`config.mk`:
```
export PLATFORM = sky130hd
export DESIGN_NAME = usr_shift_sequencer
export DESIGN_NICKNAME = d
export VERILOG_FILES = /design/src/rtl/usr_seq_pkg.sv /design/src/rtl/usr_shift_datapath.sv /design/src/rtl/usr_shift_sequencer.sv
export SDC_FILE = /design/constraint.sdc
export NUM_CORES = 1
export LEC_CHECK = 0
export ABC_AREA = 1
export BUFFER_PORTS_ARGS = -buffer_cell sky130_fd_sc_hd__buf_2
export CORE_MARGIN = 2
export CORE_UTILIZATION = 57
export DETAILED_ROUTE_END_ITERATION = 8
export PLACE_DENSITY = 0.88
export SLEW_MARGIN = 10
export SYNTH_ARGS = -nofsm -noshare
export SYNTH_HDL_FRONTEND = slang
export SYNTH_SLANG_ARGS = --single-unit
```
`constraint.sdc`:
```
create_clock -name clk -period 3.8 [get_ports clk]
set_clock_uncertainty 0.15 [all_clocks]
set_input_delay 0.38 -clock clk [delete_from_list [all_inputs] [get_ports clk]]
set_output_delay 0.38 -clock clk [all_outputs]
set_load 0.02 [all_outputs]
```
`src/rtl/usr_seq_pkg.sv`:
```
// usr_seq_pkg: shared state/op encodings and direction constants for the shift sequencer
package usr_seq_pkg;
  typedef enum logic [1:0] {ST_IDLE, ST_LOAD, ST_SHIFT, ST_DONE} state_e;
  typedef enum logic [1:0] {OP_HOLD, OP_LOAD, OP_SHL, OP_SHR} dp_op_e;
  localparam logic DIR_LEFT  = 1'b0;
  localparam logic DIR_RIGHT = 1'b1;
endpackage

```
`src/rtl/usr_shift_datapath.sv`:
```
// usr_shift_datapath: WIDTH-bit register (clk, reset, op, d in; q out) with hold/load/zero-fill shift left/right
module usr_shift_datapath
  import usr_seq_pkg::*;
#(
  parameter int WIDTH = 8
) (
  input  logic             clk,
  input  logic             reset,
  input  dp_op_e           op,
  input  logic [WIDTH-1:0] d,
  output logic [WIDTH-1:0] q
);
  logic [WIDTH-1:0] r_q, r_d;
  always_comb
    r_d = op == OP_LOAD ? d :
          op == OP_SHL  ? {r_q[WIDTH-2:0], 1'b0} :
          op == OP_SHR  ? {1'b0, r_q[WIDTH-1:1]} : r_q;
  always_ff @(posedge clk or posedge reset)
    if (reset) r_q <= '0;
    else       r_q <= r_d;
  assign q = r_q;
endmodule

```
`src/rtl/usr_shift_sequencer.sv`:
```
// usr_shift_sequencer: accepts cmd (data/dir/count) on cmd_valid/ready, loads and shifts the datapath count times, returns rsp_data on rsp_valid/ready; busy outside IDLE
module usr_shift_sequencer
  import usr_seq_pkg::*;
#(
  parameter int WIDTH = 8,
  parameter int CNT_W = $clog2(WIDTH)
) (
  input  logic             clk,
  input  logic             reset,
  input  logic             cmd_valid,
  output logic             cmd_ready,
  input  logic [WIDTH-1:0] cmd_data,
  input  logic             cmd_dir,
  input  logic [CNT_W-1:0] cmd_count,
  output logic             rsp_valid,
  input  logic             rsp_ready,
  output logic [WIDTH-1:0] rsp_data,
  output logic             busy
);
  state_e           state_q, state_d;
  dp_op_e           dp_op;
  logic [WIDTH-1:0] data_q, data_d;
  logic             dir_q, dir_d;
  logic [CNT_W-1:0] cnt_q, cnt_d, rem_q, rem_d, cnt_sat;
  logic             accept;
  assign accept = cmd_valid && state_q == ST_IDLE;
  // only reachable for non-power-of-two WIDTH, where WIDTH itself fits in CNT_W bits
  assign cnt_sat = {1'b0, cmd_count} >= (CNT_W+1)'(WIDTH) ? CNT_W'(WIDTH) : cmd_count;
  always_ff @(posedge clk or posedge reset)
    if (reset) begin
      state_q <= ST_IDLE;
      data_q  <= '0;
      dir_q   <= DIR_LEFT;
      cnt_q   <= '0;
      rem_q   <= '0;
    end else begin
      state_q <= state_d;
      data_q  <= data_d;
      dir_q   <= dir_d;
      cnt_q   <= cnt_d;
      rem_q   <= rem_d;
    end
  always_comb begin
    state_d = state_q;
    unique case (state_q)
      ST_IDLE:  state_d = cmd_valid ? ST_LOAD : ST_IDLE;
      ST_LOAD:  state_d = cnt_q == '0 ? ST_DONE : ST_SHIFT;
      ST_SHIFT: state_d = rem_q == CNT_W'(1) ? ST_DONE : ST_SHIFT;
      ST_DONE:  state_d = rsp_ready ? ST_IDLE : ST_DONE;
      default:  state_d = ST_IDLE;
    endcase
  end
  always_comb begin
    data_d = accept ? cmd_data : data_q;
    dir_d  = accept ? cmd_dir : dir_q;
    cnt_d  = accept ? cnt_sat : cnt_q;
    rem_d  = state_q == ST_LOAD  ? cnt_q :
             state_q == ST_SHIFT ? rem_q - 1'b1 : rem_q;
  end
  always_comb begin
    dp_op     = state_q == ST_LOAD  ? OP_LOAD :
                state_q == ST_SHIFT ? (dir_q == DIR_RIGHT ? OP_SHR : OP_SHL) : OP_HOLD;
    cmd_ready = state_q == ST_IDLE && !reset;
    rsp_valid = state_q == ST_DONE;
    busy      = state_q != ST_IDLE;
  end
  usr_shift_datapath #(.WIDTH(WIDTH)) u_dp (
    .clk   (clk),
    .reset (reset),
    .op    (dp_op),
    .d     (data_q),
    .q     (rsp_data)
  );
endmodule

```
==> out/results.md <==
## Status
* **outcome** finished, final reports clean

## CTS
* **htree depth** 1
* **number of cells upsized or downsized after cts** 0
* **TritonCTS Buffers** 3
* **total of hold buffers inserted after clock tree synthesis** 0
* **clock buffer depth** 2
* **setup repair bufs after CTS** 0
* **clock sink count** 25
* **clock transition time at the flip-flop clock pins of the worst setup and hold paths** 0.13 ns
* **root buffer cell** sky130_fd_sc_hd__clkbuf_4
* **clock latency at the later pin of the worst-skew pair** 0.32 ns
* **TritonCTS clock tree** done

## STA
* **Final Critical Period** 2.032 ns
* **RSZ-0062 raised after global routing** false
* **final hold violations** 0
* **PnR worst setup slack** 1.768 ns
* **transition time of the tightest slew-check pin** 0.9085 ns
* **final max-slew violation count** 0
* **maximum clock rate** 492.1 MHz
* **number of setup violations in the final report** 0
* **worst slew margin relative to its limit** 39.36%
* **post-route fraction of the period consumed by the critical path** 53.48%
* **total negative slack for setup checks** 0 ns

## Finish
* **share of post-route cells with drive strength above 1** 25.58%
* **layout net count** 197
* **count of filler cells inserted in the layout** 183
* **area delta synth->final** 11.72%
* **antenna cells** 0

## Yosys
* **number of synthesized flops with an enable pin** 0
* **Yosys cell types** 20
* **fraction of the yosys area taken by sequential cells** 46.86%
* **number of nets produced by synthesis** 170
* **synthesized flop and latch total** 25
* **summed instance area of the synthesized netlist** 1335 um^2
* **mean instance size in the synthesized netlist** 9.144 um^2
* **synthesis warning total** 0
* **Async S/R FF share, synth** 100.0%
* **prevailing post-synth register cell** sky130_fd_sc_hd__dfrtp_1
* **cell count after synthesis** 146

## Die
* **number of primary I/O pins** 27
* **cell row count** 17
* **width of the chip** 52.40 um
* **core area** 2212 um^2
* **Total Die Area** 2745 um^2
* **effective utilization at floorplan** 60.35%
* **height of the die** 52.40 um

## Critical path
* **data required time of the critical path** 3.88 ns
* **crit path max fanout** 24
* **start-to-end type of the worst setup path** register to register
* **most numerous cell on the critical path** sky130_fd_sc_hd__nand2_1
* **largest stage delay on the critical path** 0.45 ns
* **slowest library cell on the worst path** sky130_fd_sc_hd__dfrtp_1
* **gate family responsible for the most delay along the worst path** simple AND/OR/NAND/NOR gates
* **startpoint type of the worst setup path** register
* **critical-path cell list** inv_1 > ha_1 > inv_2 > nand3_1 > nand2_1 > nand3_1 > nand2_1 > nand2_1
* **endpoint arrival time on the critical path** 2.11 ns
* **worst path bufs/invs** 2
* **crit path capture type** register

## Place
* **worst setup slack before clock tree synthesis** 1.797 ns
* **routability congestion estimate** 0.8514
* **number of buffers added on ports** 26
* **Final HPWL DP** 1903 um

## Pwr
* **leakage power total** 0.8062 nW
* **Worst VDD drop** 510.9 uV
* **total power density per cell area** 903.4 nW/um^2
* **total power consumption of the routed design** 1.347 mW
* **Internal Pwr Total** 0.7286 mW
* **clock share of power** 8.8%
* **share of total power in combinational logic** 54.1%
* **relative contribution of sequential cells to total power** 37.1%
* **switching power** 0.6187 mW
* **switching share of power** 45.92%

## Routing
* **number of nets with antenna violations after detailed routing** 0
* **post-detailed-route wirelength per cell** 12.37 um
* **first-pass iteration count of the detailed router** 4
* **drt first-iter violations** 29
* **per-cell via count in the routed design** 5.225
* **count of vias placed by the detailed router** 1,045
* **Final Routed Wirelength** 2474 um
* **Post-route DRC** 0

## Global routing
* **pin count of the biggest net entering global routing** 26
* **global-route wire length before repair** 4236 um
* **sum of overflow across all layers after global routing** 0
* **number of global-route vias before repair** 993
* **antenna violations before repair** 0
* **aggregate global-route resource usage** 20.86%

## Job
* **max capacitance violation total** 0

## Worst hold path
* **Hold Path Class** primary input to asynchronous set/reset pin

==> power groups by stage <==
stage               logic (mW)  registers [mW]  clock network [mW]
floorplan                0.554           0.524                   0
global placement         0.701           0.496                   0
detailed placement       0.731           0.506                   0
CTS                      0.735           0.500               0.120
global route             0.839           0.516               0.130
finish                   0.729           0.500               0.118
==> layer usage <==
layer / global-route usage (%) / up-vias / part of all wire, %
li1: - / 536 / -
met1: 26.77 / 471 / 43
met2: 36.46 / 36 / 51
met3: 3.429 / 2 / 5.5
met4: 5.128 / 0 / 0.24
met5: 0 / - / 0
==> layout by cell type, fill, tap and decap left out, drive strengths merged, types with 5 or more instances in the layout <==
cell   instances
a21oi          5
buf           26
dfrtp         25
ha             8
inv           21
mux2          10
nand2         30
nand3         11
nand4          8
nor2           8
o21ai         12
==> path summary, 6_finish.rpt <==
kind | startpoint | endpoint | slack [ns] | cells after the start
max reg2reg | state_q[1]$_DFF_PP0_ | u_dp.q[1]$_DFFE_PP0P_ | 1.77 | 8
min | reset | u_dp.q[6]$_DFFE_PP0P_ | 0.1 | 2
max in group asynchronous | reset | rem_q[2]$_DFFE_PP0P_ | 2.84 | 2
min in group clk | cmd_data[5] | data_q[5]$_DFFE_PP0P_ | 0.13 | 2
min reg2reg | u_dp.q[0]$_DFFE_PP0P_ | u_dp.q[0]$_DFFE_PP0P_ | 0.38 | 2
max | state_q[1]$_DFF_PP0_ | u_dp.q[1]$_DFFE_PP0P_ | 1.77 | 8
==> kinds of logic (layout without fill, tap and decap cells) <==
family	count (synthesis)	after routing	synth area share, %
fa+ha+maj	8	8	7.498
buf+inv	25	51	8.528
flops	25	25	46.86
compound gates	19	19	7.872
mux	10	10	8.435
simple gates	59	59	20.81
==> flip-flops by register name, indices dropped and copies added, names as in the netlist <==
| name | count |
|---|---|
| cnt_q | 3 |
| data_q | 8 |
| dir_q | 1 |
| rem_q | 3 |
| state_q | 2 |
| u_dp.q | 8 |
==> area by class of cell <==
cell class | count | area, um^2 | area share [%]
multi-input cells | 96 | 595.6 | 39.93
repair buffers | 26 | 130.1 | 8.725
well taps | 28 | 35.03 | 2.349
flip-flops and latches | 25 | 625.6 | 41.95
clock buffers | 4 | 26.28 | 1.762
inverters | 21 | 78.83 | 5.285
==> cell usage after synthesis (4+ instances only) <==
cell type / count / area share (%)
sky130_fd_sc_hd__nand4_1: 8 / 3.7
sky130_fd_sc_hd__ha_1: 8 / 7.5
sky130_fd_sc_hd__inv_1: 20 / 5.6
sky130_fd_sc_hd__nand3_1: 11 / 4.1
sky130_fd_sc_hd__o21ai_0: 6 / 2.2
sky130_fd_sc_hd__mux2_2: 10 / 8.4
sky130_fd_sc_hd__a21oi_1: 5 / 1.9
sky130_fd_sc_hd__nand2_1: 29 / 8.2
sky130_fd_sc_hd__o21ai_1: 4 / 1.5
sky130_fd_sc_hd__dfrtp_1: 25 / 47
sky130_fd_sc_hd__nor2_1: 8 / 2.2
==> metrics by stage <==
step           util (%)  cell area [um^2]  std cells  hold WS, ns
5_1_grt           67.42              1491        200       0.1166
3_5_place_dp      66.23              1465        196       0.3466
4_1_cts           67.42              1491        200       0.1281
6_report          67.42              1491        200      0.09773
2_1_floorplan         -              1335        146       0.2573
3_3_place_gp      66.23              1465        196       0.3466
No activity file was read; power rests on OpenSTA's default activity.
